--- config.mk ---
export PLATFORM = sky130hd
export DESIGN_NAME = hzu_sb
export DESIGN_NICKNAME = d
export VERILOG_FILES = /design/src/rtl/hzu_sb.sv
export SDC_FILE = /design/constraint.sdc
export NUM_CORES = 1
export LEC_CHECK = 0
export CORE_AREA = 2 2 118 120
export CTS_BUF_LIST = sky130_fd_sc_hd__clkbuf_8
export CTS_CLUSTER_DIAMETER = 60
export DETAILED_ROUTE_END_ITERATION = 10
export DIE_AREA = 0 0 120 122
export GPL_ROUTABILITY_DRIVEN = 0
export PLACE_DENSITY = 0.7
export SLEW_MARGIN = 20
export SYNTH_ARGS = -nofsm -noshare
export SYNTH_HDL_FRONTEND = slang
export SYNTH_SLANG_ARGS = --single-unit
--- constraint.sdc ---
create_clock -name clk -period 4.9 [get_ports clk]
set_input_delay 0.49 -clock clk [delete_from_list [all_inputs] [get_ports clk]]
set_output_delay 0.49 -clock clk [all_outputs]
set_load 0.02 [all_outputs]
--- src/rtl/hzu_sb.sv ---
// hzu_sb: scoreboarded hazard unit for the 5-stage in-order core.
//
// Combines the classic MEM/WB forwarding, load-use, load-store and
// branch-flush rules with a per-register pending scoreboard for
// variable-latency ops (divider, wait-stated memory). These ops leave the
// pipeline at EX and write back out of band.
//
// Ports:
//   clk, rst             clock, synchronous active-high reset
//   *_id                 ID stage sources/destination, store and long-latency flags
//   *_ex                 EX stage sources/destination, load flag, long-latency issue,
//                        taken branch
//   *_mem, *_wb          MEM/WB destinations, write enables, load/store flags
//   lat_done/lat_rd_addr long-latency writeback port
//   forward_*_sel        operand forward selects (00 rf, 01 MEM, 10 WB)
//   forward_store_sel    store-data forward select (00 normal, 01 WB)
//   stall/flush_*        pipeline control
//   busy_regs            scoreboard bits, bit 0 always 0
//   pending_cnt          outstanding long-latency ops
//   sb_err               sticky protocol error
//   stall_cycles         saturating count of stalled cycles
//
// Handshake: there is no valid/ready pair here. lat_issue_ex and lat_done
// are single-cycle strobes that are sampled at every rising clk edge. The
// long-latency unit must never report lat_done for a register it was not
// issued.
module hzu_sb #(
  parameter int NUM_REGS    = 32,
  parameter int AW          = 5,
  parameter int MAX_PENDING = 4,
  parameter int CNT_W       = 16
) (
  input  logic                             clk,
  input  logic                             rst,
  input  logic [AW-1:0]                    rs1_addr_id,
  input  logic [AW-1:0]                    rs2_addr_id,
  input  logic [AW-1:0]                    rd_addr_id,
  input  logic                             is_store_id,
  input  logic                             is_lat_id,
  input  logic [AW-1:0]                    rs1_addr_ex,
  input  logic [AW-1:0]                    rs2_addr_ex,
  input  logic [AW-1:0]                    rd_addr_ex,
  input  logic                             rd_we_ex,
  input  logic                             is_load_ex,
  input  logic                             lat_issue_ex,
  input  logic                             tk_brnch_ex,
  input  logic [AW-1:0]                    rs2_addr_mem,
  input  logic [AW-1:0]                    rd_addr_mem,
  input  logic                             rd_we_mem,
  input  logic                             is_load_mem,
  input  logic                             is_store_mem,
  input  logic [AW-1:0]                    rd_addr_wb,
  input  logic                             rd_we_wb,
  input  logic                             lat_done,
  input  logic [AW-1:0]                    lat_rd_addr,
  output logic [1:0]                       forward_a_sel,
  output logic [1:0]                       forward_b_sel,
  output logic [1:0]                       forward_store_sel,
  output logic                             stall,
  output logic                             flush_if_id,
  output logic                             flush_id_ex,
  output logic [NUM_REGS-1:0]              busy_regs,
  output logic [$clog2(MAX_PENDING+1)-1:0] pending_cnt,
  output logic                             sb_err,
  output logic [CNT_W-1:0]                 stall_cycles
);

  localparam int PW = $clog2(MAX_PENDING+1);
  localparam logic [PW-1:0] MAX_PW = PW'(MAX_PENDING);
  localparam logic [PW:0]   MAX_P1 = (PW+1)'(MAX_PENDING);

  // A register is trackable when it is not x0 and lies inside the file.
  function automatic logic trackable(input logic [AW-1:0] a);
    return (a != '0) && (int'(a) < NUM_REGS);
  endfunction

  // Scoreboard lookup that tolerates addresses beyond NUM_REGS.
  function automatic logic busy_at(input logic [NUM_REGS-1:0] v,
                                   input logic [AW-1:0] a);
    logic r;
    r = 1'b0;
    for (int i = 1; i < NUM_REGS; i++)
      if (a == AW'(i)) r = v[i];
    return r;
  endfunction

  // ---------------- forwarding ----------------
  logic mem_fwd_ok, wb_fwd_ok;
  assign mem_fwd_ok = rd_we_mem && !is_load_mem && (rd_addr_mem != '0);
  assign wb_fwd_ok  = rd_we_wb && (rd_addr_wb != '0);

  always_comb begin
    forward_a_sel     = 2'b00;
    forward_b_sel     = 2'b00;
    forward_store_sel = 2'b00;
    if (mem_fwd_ok && rd_addr_mem == rs1_addr_ex)     forward_a_sel = 2'b01;
    else if (wb_fwd_ok && rd_addr_wb == rs1_addr_ex)  forward_a_sel = 2'b10;
    if (mem_fwd_ok && rd_addr_mem == rs2_addr_ex)     forward_b_sel = 2'b01;
    else if (wb_fwd_ok && rd_addr_wb == rs2_addr_ex)  forward_b_sel = 2'b10;
    if (is_store_mem && wb_fwd_ok && rd_addr_wb == rs2_addr_mem)
      forward_store_sel = 2'b01;
  end

  // ---------------- stall sources ----------------
  logic load_use_rs1, load_use_rs2, store_hz;
  logic raw_rs1, raw_rs2, waw_hz, issue_hz, cap_hz, any_stall;
  logic [PW:0] cap_sum;

  assign load_use_rs1 = is_load_ex && (rd_addr_ex != '0) && (rd_addr_ex == rs1_addr_id);
  assign load_use_rs2 = is_load_ex && !is_store_id && (rd_addr_ex != '0) &&
                        (rd_addr_ex == rs2_addr_id);
  assign store_hz = is_store_id && (rs2_addr_id != '0) &&
                    ((is_load_ex  && rd_addr_ex  == rs2_addr_id) ||
                     (is_load_mem && rd_addr_mem == rs2_addr_id) ||
                     (rd_we_wb    && rd_addr_wb  == rs2_addr_id));

  // A source whose producer is writing back this very cycle reads the
  // write-through regfile, so it is released without a forward path.
  assign raw_rs1 = busy_at(busy_regs, rs1_addr_id) &&
                   !(lat_done && lat_rd_addr == rs1_addr_id);
  assign raw_rs2 = busy_at(busy_regs, rs2_addr_id) &&
                   !(lat_done && lat_rd_addr == rs2_addr_id);
  assign waw_hz  = is_lat_id && busy_at(busy_regs, rd_addr_id);
  // The op leaving EX is not yet in the scoreboard, so match it directly.
  assign issue_hz = lat_issue_ex && (rd_addr_ex != '0) &&
                    ((rd_addr_ex == rs1_addr_id) || (rd_addr_ex == rs2_addr_id));
  assign cap_sum = {1'b0, pending_cnt} + {{PW{1'b0}}, lat_issue_ex};
  assign cap_hz  = is_lat_id && (cap_sum >= MAX_P1);

  assign any_stall = load_use_rs1 || load_use_rs2 || store_hz ||
                     raw_rs1 || raw_rs2 || waw_hz || issue_hz || cap_hz;

  // A taken branch squashes the ID instruction, so its hazards are moot.
  assign stall       = any_stall && !tk_brnch_ex;
  assign flush_if_id = tk_brnch_ex;
  assign flush_id_ex = tk_brnch_ex || stall;

  // ---------------- scoreboard update ----------------
  logic issue_v, done_v, done_ok, issue_ok, same_reg, issue_busy_err, full_err;
  logic [NUM_REGS-1:0] busy_nxt;
  logic [PW-1:0]       cnt_nxt;
  logic                err_nxt;

  assign issue_v  = lat_issue_ex && trackable(rd_addr_ex);
  assign done_v   = lat_done && trackable(lat_rd_addr);
  assign done_ok  = done_v && busy_at(busy_regs, lat_rd_addr);
  assign same_reg = done_ok && (lat_rd_addr == rd_addr_ex);
  // Re-issuing to a register that retires this same cycle is legal.
  assign issue_busy_err = issue_v && busy_at(busy_regs, rd_addr_ex) && !same_reg;
  // A slot retiring this cycle can be reused by the issue in the same cycle.
  assign full_err = issue_v && (pending_cnt == MAX_PW) && !done_ok;
  assign issue_ok = issue_v && !issue_busy_err && !full_err;

  always_comb begin
    busy_nxt = busy_regs;
    for (int i = 1; i < NUM_REGS; i++) begin
      if (done_ok  && lat_rd_addr == AW'(i)) busy_nxt[i] = 1'b0;
      if (issue_ok && rd_addr_ex  == AW'(i)) busy_nxt[i] = 1'b1;  // set wins
    end
    busy_nxt[0] = 1'b0;
    cnt_nxt = pending_cnt;
    if (issue_ok && !done_ok)      cnt_nxt = pending_cnt + 1'b1;
    else if (!issue_ok && done_ok) cnt_nxt = pending_cnt - 1'b1;
    err_nxt = sb_err || (done_v && !done_ok) || issue_busy_err || full_err;
  end

  always_ff @(posedge clk) begin
    if (rst) begin
      busy_regs    <= '0;
      pending_cnt  <= '0;
      sb_err       <= 1'b0;
      stall_cycles <= '0;
    end else begin
      busy_regs   <= busy_nxt;
      pending_cnt <= cnt_nxt;
      sb_err      <= err_nxt;
      if (stall && stall_cycles != '1)
        stall_cycles <= stall_cycles + 1'b1;
    end
  end

  // Operand sources in EX feed only the forward selects; EX rd_we is
  // implied for loads and long-latency ops and is kept for interface parity.
  logic unused_ok;
  assign unused_ok = rd_we_ex;

endmodule

# After elaboration in Yosys (flattened, before gate mapping)
# Index checks and enable logic that the tools add are counted.
# W data, S select, Z words.
[op_classes]
add_sub_neg = 4
mul = 0
n_div = 0
order_cmp = 1
n_eq_ne = 169
n_shift = 0
muxes = 224
bitwise = 0
n_reduce_logical = 164
[op_table]
columns = ["op", "count"]
rows = [
  ["$eq A5 B5 Y1 const B", 80],
  ["$mux W1", 218],
  ["$eq A5 B4 Y1 const B", 40],
  ["$logic_and A1 B1 Y1", 103],
  ["$eq A5 B3 Y1 const B", 20],
  ["$reduce_bool A2 Y1", 32],
  ["$eq A5 B5 Y1", 12],
  ["$eq A5 B2 Y1 const B", 10],
  ["$eq A5 B1 Y1 const B", 5],
  ["$reduce_bool A5 Y1", 5],
  ["$add A16 B1 Y16 const B", 1],
  ["$ne A16 B16 Y1 const B", 1],
  ["$logic_or A1 B1 Y1", 14],
  ["$logic_not A1 Y1", 10],
  ["$mux W2", 4],
  ["$mux W3", 2],
  ["$add A3 B1 Y4", 1],
  ["$ge A4 B3 Y1 const B", 1],
  ["$add A3 B1 Y3 const B", 1],
  ["$eq A3 B3 Y1 const B", 1],
  ["$sub A3 B1 Y3 const B", 1],
]
[word_totals]
regBits = 52
latch_bits = 0
ramBits = 0
mem_bits_ro = 0
inputBits = 63
wordCells = 597
memories = 0

# Longest topological paths before layout
# Gate-level depths: netlist of the first run.
[logic_depth]
word_depth = 43
depth_mapped = 19

# Worst setup path before layout of the first run
# No wires, ideal clock.
[synth_path]
path_kind = "input port to flip-flop"
from = "input port lat_rd_addr[1]"
to = "register pending_cnt[2]"
arrival_ns = 3.506
slack_ns = 1.323
cell_stages = 16
cell_sequence = "buf_2 -> buf_6 -> or4_1 -> o221ai_1 -> a2bb2oi_1 -> a21boi_1 -> o21ai_1 -> a21boi_4 -> buf_4 -> nor2_1 -> ha_1 -> inv_1 -> fa_1 -> xor2_1 -> or3_1 -> a21oi_1"
[synth_via]
elab_chain_cells = 42
word_cells_on_any_way = 80
[synth_lines]
columns = ["element", "line_no", "text"]
rows = [
  ["start, declared", "55", "input logic [AW-1:0] lat_rd_addr,"],
  ["$eq A5 B1 Y1", "83", "if (a == AW'(i)) r = v[i];"],
  ["$mux W1 (31 in a row)", "83", ""],
  ["$logic_and A1 B1 Y1", "146", "assign done_ok = done_v && busy_at(busy_regs, lat_rd_addr);"],
  ["$logic_and A1 B1 Y1", "147", "assign same_reg = done_ok && (lat_rd_addr == rd_addr_ex);"],
  ["$logic_not A1 Y1", "149", "assign issue_busy_err = issue_v && busy_at(busy_regs, rd_addr_ex) && !same_reg;"],
  ["$logic_and A1 B1 Y1", "149", ""],
  ["$logic_not A1 Y1", "152", "assign issue_ok = issue_v && !issue_busy_err && !full_err;"],
  ["$logic_and A1 B1 Y1 (2 in a row)", "152", ""],
  ["$logic_not A1 Y1", "163", "else if (!issue_ok && done_ok) cnt_nxt = pending_cnt - 1'b1;"],
  ["$logic_and A1 B1 Y1", "163", ""],
  ["$reduce_bool A2 Y1 (no line)", "n/a", ""],
  ["end signal, assigned", "175", "pending_cnt <= cnt_nxt;"],
  ["end, declared", "63", "output logic [$clog2(MAX_PENDING+1)-1:0] pending_cnt,"],
]
# Parallel ways exist; a longest one is shown, timed or not.
# A chain may end at the register's enable or synchronous reset.

# Final worst setup path of the first run
[layout_path]
from = "input port lat_rd_addr[0]"
to = "output port flush_id_ex"
[layout_via]
elab_chain_cells = 11
word_cells_on_any_way = 15
[layout_lines]
columns = ["element", "line_no", "text"]
rows = [
  ["$eq A5 B5 Y1", "120", "!(lat_done && lat_rd_addr == rs1_addr_id);"],
  ["$logic_and A1 B1 Y1", "120", ""],
  ["$logic_not A1 Y1", "120", ""],
  ["$logic_and A1 B1 Y1", "119", "assign raw_rs1 = busy_at(busy_regs, rs1_addr_id) &&"],
  ["$logic_or A1 B1 Y1", "130", "assign any_stall = load_use_rs1 || load_use_rs2 || store_hz ||"],
  ["$logic_or A1 B1 Y1 (*) (4 in a row)", "131", "raw_rs1 || raw_rs2 || waw_hz || issue_hz || cap_hz;"],
  ["$logic_and A1 B1 Y1 (*)", "134", "assign stall = any_stall && !tk_brnch_ex;"],
  ["$logic_or A1 B1 Y1 (*)", "136", "assign flush_id_ex = tk_brnch_ex || stall;"],
  ["end, declared", "61", "output logic flush_id_ex,"],
]
# Every way passes the cells marked *; elsewhere a longest branch is shown, timed or not.

==> impl_metrics.env, run 1 <==
export IMPL_insertedDiodeCount=0
export IMPL_clk_pin_slew_ps=100
export IMPL_die_h_um=122
export IMPL_cts_inserted_buffers=5
export IMPL_critPathLaunchType="primary input"
export IMPL_whs_path_depth=2
export IMPL_yosysSeqAreaShare_pct=17.4
export IMPL_wire_per_inst_um=21.2
export IMPL_cts_resized=0
export IMPL_syn2layout_area_growth_pct=22.5
export IMPL_yosys_area_top_type_share_pct=17.4
export IMPL_cts_setup_buffers=0
export IMPL_p_total_mw=1.24
export IMPL_highest_layer="met4"
export IMPL_hpwl_um=15400
export IMPL_drv_slew=0
export IMPL_hp_start="sb_err$_SDFF_PP0_"
export IMPL_status="complete, no violations"
export IMPL_relSlewSlack_pct=50.6
export IMPL_worstRegToRegCells=14
export IMPL_insertion_delay_ps=320
export IMPL_r2r_end="pending_cnt[2]$_SDFFE_PP0P_"
export IMPL_hold_path_end="sb_err$_SDFF_PP0_"
export IMPL_fin_worst_skew_ps=16.9
export IMPL_synth_largest_area_cell="dfxtp_1"
export IMPL_synth_enable_flop_cells=0
export IMPL_routed_wl_um=22300
export IMPL_drc_errors=0
export IMPL_p_leak_nw=2.41
export IMPL_grt_pass1_wl_um=33900
export IMPL_hold_viol_final=0
export IMPL_hold_path_class="register to register"
export IMPL_dr_wl_met2_um=9720
export IMPL_synth_avg_cell_area_um2=7.38
export IMPL_whs_ps=494
export IMPL_grt_usage_pct=29.3
export IMPL_syn_cell_area_um2=5850
export IMPL_fp_dieArea_um2=14600
export IMPL_path_max_fanout=13
export IMPL_grt_pass1_vias=5961
export IMPL_dp_slack_ps=527
export IMPL_path_cells="clkdlybuf4s50_1 > buf_4 > xor2_1 > nor4_1 > a311o_1 > o211ai_1 > a211oi_1 > and4_4 > nand2_1 > or2_2 > clkdlybuf4s50_1"
export IMPL_maxClockFrequency_mhz=235
export IMPL_rsz0062_at_grt="false"
export IMPL_port_buffers=120
export IMPL_wl_met1_um=9050
export IMPL_die_w_um=120
export IMPL_cp_required_ps=4410
export IMPL_worst_path_max_delay_cell="clkdlybuf4s50_1"
export IMPL_clock_path_buffers=2
export IMPL_cts_root_buf="clkbuf_8"
export IMPL_min_period_ps=4260
export IMPL_rows=43
export IMPL_yosysUniqueCellTypes=80
export IMPL_drive_gt1_share_pct=7.33
export IMPL_critPathKind="primary input to primary output"
export IMPL_cts_max_level=2
export IMPL_vias=6734
export IMPL_setup_violations=0
export IMPL_dr_first_iter_drc_count=760
export IMPL_core_area_um2=13500
export IMPL_worst_slack_ps=641
export IMPL_synth_main_ff_cell="dfxtp_1"
export IMPL_initial_core_util_pct=43.4
export IMPL_ctsHoldBuffers=0
export IMPL_syn_inst=793
export IMPL_crit_top_cell="clkdlybuf4s50_1"
export IMPL_end_kind="primary output"
export IMPL_antenna_found_initial=0
export IMPL_met3_wirelength_um=2550
export IMPL_ys_ff_latch=51
export IMPL_timing_rr_start="busy_regs[20]$_SDFFE_PP0P_"
export IMPL_stdcell_count=1053
export IMPL_slowest_delay_ps=620
export IMPL_ant_nets=0
export IMPL_p_per_area_nw_per_um2=172
export IMPL_ir_worst_vdd_mv=0.124
export IMPL_yosysWarnings=0
export IMPL_crit_start="lat_rd_addr[0]"
export IMPL_synth_area_top_cells="dfxtp_1 (17%), xor2_1 (6.4%), a21oi_1 (4.1%), o211ai_1 (4.1%), nand2_1 (4.0%)"
export IMPL_grt_max_degree=39
export IMPL_viasPerCell=6.40
export IMPL_cts_sinks=51
export IMPL_finalCritPeriodShare_pct=86.9
export IMPL_drv_cap=0
export IMPL_dr_pass1_iters=7
export IMPL_pin_count=124
export IMPL_dp_cells=1045
export IMPL_async_flop_share_pct=0
export IMPL_tns_ps=0
export IMPL_worstPathArrival_ps=3770
export IMPL_grt_ovfl_total=0
export IMPL_final_nets=938
export IMPL_max_slew_worst_pin_slew_ps=739
export IMPL_cts_tree="done"
export IMPL_r2r_setup_slack_ps=1170
## stage by stage
stage	area (µm²)	utilization [%]
3_5_place_dp	7080	52.4
6_report	7170	53.1
2_1_floorplan	5860	-
3_3_place_gp	7080	52.4
5_1_grt	7170	53.1
4_1_cts	7170	53.1
## sequential cells by signal (all words and copies together), names as in the netlist
name	flops
busy_regs	31
stall_cycles	16
pending_cnt	3
sb_err	1
## area by class of cell
cell class,count,area (µm²)
repair buffers,150,1430
well taps,180,225
flip-flops and latches,51,1020
clock buffers,5,68.8
inverters,26,97.6
clock inverters,3,23.8
fillers,1340,6330
multi-input cells,638,4310
## how the worst max path moves through the flow
stage / slack [ps] / cells after the start / to
finish: 640 / 11 / flush_id_ex
floorplan: 1320 / 16 / pending_cnt[2]$_SDFFE_PP0P_
CTS: 670 / 11 / flush_id_ex
global route: 370 / 11 / flush_id_ex
global placement: 570 / 15 / pending_cnt[2]$_SDFFE_PP0P_
detailed placement: 530 / 15 / pending_cnt[2]$_SDFFE_PP0P_
## critical path: cells and delay by family
family          cells  cell delay, ps
buf+inv             3            1460
simple gates        4            1020
compound gates      3             630
xor+xnor            1             170
## per-layer routing
metal / vias up / track usage [%]
met2: 413 / 44.9
met3: 77 / 5.66
met1: 3090 / 40.2
met5: - / 0
li1: 3154 / -
met4: 0 / 12.1
## cells in the final DEF (no fill, tap or decap), types with 4 or more instances in the layout
cell	netlist	routed
nor4_1	10	10
nand4_1	10	10
or3_1	11	11
o41ai_1	27	27
o221ai_1	6	6
o211ai_1	32	32
nand2b_1	11	11
a31oi_1	16	16
nor3b_1	9	9
nand2_1	63	63
o21a_1	8	8
o22ai_1	7	7
or4_1	11	11
o21ai_0	43	43
clkbuf_8	0	5
a22oi_1	4	4
nor2_1	41	41
dfxtp_1	51	51
a211oi_1	6	6
mux2i_1	15	15
nand3b_1	11	11
xnor2_1	20	20
a21oi_1	48	48
clkdlybuf4s50_1	0	120
o311ai_0	8	8
nor2b_1	24	24
and3_1	9	9
o2111ai_1	4	4
a21o_1	5	5
buf_4	11	30
o31ai_1	6	6
and2_1	4	4
nor3_1	12	12
mux2_2	11	11
xor2_1	43	43
nand3_1	34	34
inv_1	26	26
## power breakdown
part	leakage [nW]	internal, mW	switching, mW
combinational	1.95	0.219	0.294
clock	0.0461	0.104	0.157
sequential	0.412	0.431	0.0314
## logic make-up (layout without fill, tap and decap cells)
kind of cell | count (synthesis) | in the layout | synth area share, %
AND/OR/NAND/NOR | 280 | 280 | 26.1
adder cells (fa/ha/maj) | 3 | 3 | 0.769
XOR/XNOR | 63 | 63 | 9.43
multiplexers | 29 | 29 | 5.83
other | 1 | 2 | 0.0641
flip-flops | 51 | 51 | 17.4
AO/OA/AOI/OAI | 261 | 261 | 31.4
buffers and inverters | 105 | 184 | 9.00
## cell usage after synthesis, types with 7 or more instances
cell / instances
nand2_1: 63
dfxtp_1: 51
a21oi_1: 48
o21ai_0: 43
xor2_1: 43
nor2_1: 41
nand3_1: 34
o211ai_1: 32
buf_2: 31
o41ai_1: 27
inv_1: 26
clkbuf_1: 24
nor2b_1: 24
xnor2_1: 20
a31oi_1: 16
mux2i_1: 15
nor3_1: 12
buf_4: 11
mux2_2: 11
nand2b_1: 11
nand3b_1: 11
or3_1: 11
or4_1: 11
nand4_1: 10
nor4_1: 10
and3_1: 9
nor3b_1: 9
o21a_1: 8
o311ai_0: 8
buf_6: 7
o22ai_1: 7
Note: power is estimated with default switching activity, not from simulation.
==> run 2, diff against run 1 <==
==> constraint.sdc (replaced) <==
create_clock -name clk -period 5.4 [get_ports clk]
set_input_delay 0.54 -clock clk [delete_from_list [all_inputs] [get_ports clk]]
set_output_delay 0.54 -clock clk [all_outputs]
set_load 0.02 [all_outputs]
==> impl_metrics.env, run 2 (synthesis results as in run 1) <==
export IMPL_cts_sinks=51
export IMPL_comb_power_share_pct=41.7
export IMPL_insertedDiodeCount=0
export IMPL_multi_input_area_um2=4310
export IMPL_pin_count=124
export IMPL_viasPerCell=6.41
export IMPL_critPathKind="primary input to primary output"
export IMPL_die_w_um=120
export IMPL_whs_ps=498
export IMPL_top_regs="busy_regs x31, stall_cycles x16, pending_cnt x3"
export IMPL_cts_resized=0
export IMPL_layout_commonest_cell="clkdlybuf4s50_1"
export IMPL_die_h_um=122
export IMPL_drv_cap=0
export IMPL_p_int_mw=0.681
export IMPL_dr_first_iter_drc_count=821
export IMPL_clk_pin_slew_ps=90
export IMPL_register_area_um2=1020
export IMPL_maxClockFrequency_mhz=225
export IMPL_cts_setup_buffers=0
export IMPL_antenna_found_initial=0
export IMPL_cts_tree="done"
export IMPL_clock_path_buffers=2
export IMPL_min_period_ps=4450
export IMPL_p_leak_nw=2.37
export IMPL_vias=6695
export IMPL_regMostFlops="busy_regs"
export IMPL_port_buffers=120
export IMPL_power_share_switching_pct=38.7
export IMPL_path_max_fanout=14
export IMPL_dr_pass1_iters=5
export IMPL_tns_ps=0
export IMPL_fin_worst_skew_ps=18.1
export IMPL_ant_nets=0
export IMPL_grt_max_degree=37
export IMPL_core_area_um2=13500
export IMPL_p_clk_share_pct=20.6
export IMPL_cts_root_buf="clkbuf_8"
export IMPL_grt_ovfl_total=0
export IMPL_filler_cell_count=1346
export IMPL_seqPwrFrac_pct=37.8
export IMPL_ir_worst_vdd_mv=0.115
export IMPL_initial_core_util_pct=43.4
export IMPL_insertion_delay_ps=310
export IMPL_grt_pass1_wl_um=33800
export IMPL_syn2layout_area_growth_pct=21.5
export IMPL_switchingPower_mw=0.430
export IMPL_hold_path_class="register to register"
export IMPL_hpwl_um=15300
export IMPL_final_nets=930
export IMPL_worstPathArrival_ps=3910
export IMPL_hold_viol_final=0
export IMPL_p_per_area_nw_per_um2=156
export IMPL_drive_gt1_share_pct=6.47
export IMPL_cts_max_level=2
export IMPL_grt_pass1_vias=6018
export IMPL_rows=43
export IMPL_grt_usage_pct=29.2
export IMPL_layout_common_cells="clkdlybuf4s50_1 (120), nand2_1 (63), dfxtp_1 (51)"
export IMPL_drv_slew=0
export IMPL_critPathLaunchType="primary input"
export IMPL_ctsHoldBuffers=0
export IMPL_status="complete, no violations"
export IMPL_wire_per_inst_um=21.2
export IMPL_relSlewSlack_pct=42.8
export IMPL_routed_wl_um=22100
export IMPL_cp_required_ps=4860
export IMPL_largest_reg_flops=31
export IMPL_p_total_mw=1.11
export IMPL_drc_errors=0
export IMPL_rsz0062_at_grt="false"
export IMPL_setup_violations=0
export IMPL_end_kind="primary output"
export IMPL_fp_dieArea_um2=14600
export IMPL_max_slew_worst_pin_slew_ps=855
export IMPL_cts_inserted_buffers=5
export IMPL_finalCritPeriodShare_pct=82.4
[run 2: cell type report]
class	instances	area share (%)
clock buffers	5	0.967
clock inverters	3	0.334
inverters	26	1.37
multi-input cells	638	60.6
flip-flops and latches	51	14.4
well taps	180	3.17
repair buffers	142	19.2
[run 2: worst paths after layout]
kind / from / end / slack [ps] / cells past startpoint
setup / recovery: lat_rd_addr[0] / flush_id_ex / 950 / 11
hold reg to reg: sb_err$_SDFF_PP0_ / sb_err$_SDFF_PP0_ / 500 / 2
hold / removal: sb_err$_SDFF_PP0_ / sb_err$_SDFF_PP0_ / 500 / 2
setup reg to reg: busy_regs[21]$_SDFFE_PP0P_ / pending_cnt[2]$_SDFFE_PP0P_ / 1590 / 15
[run 2: metal layers]
layer	GRT usage [%]	share of wire (%)	vias up
li1	-	-	3143
met4	12.6	4.6	0
met5	0	0	-
met3	4.17	11	65
met1	41.1	41	3110
met2	44.2	43	377
[run 2: critical path, cell delays in order]
cell and delay (ps):
clkdlybuf4s50_1 670, buf_4 310, xor2_1 160, nor4_1 380
a311o_1 290, o211ai_1 130, a211oi_1 220, and4_4 290
nand2_1 70, or2_2 310, clkdlybuf4s50_1 540
[run 2: power groups by stage]
stage	logic (mW)	registers (mW)	clock network, mW
global route	0.503	0.422	0.248
floorplan	0.307	0.434	0
detailed placement	0.457	0.427	0
global placement	0.454	0.427	0
finish	0.463	0.420	0.228
CTS	0.459	0.419	0.234
[run 2: through the flow]
stage	utilization, %	cell area [µm²]	cells	setup slack, ps
5_1_grt	52.7	7110	1045	675
2_1_floorplan	-	5860	794	1770
6_report	52.7	7110	1045	948
3_5_place_dp	52.0	7020	1037	839
3_3_place_gp	52.0	7020	1037	893
4_1_cts	52.7	7110	1045	992
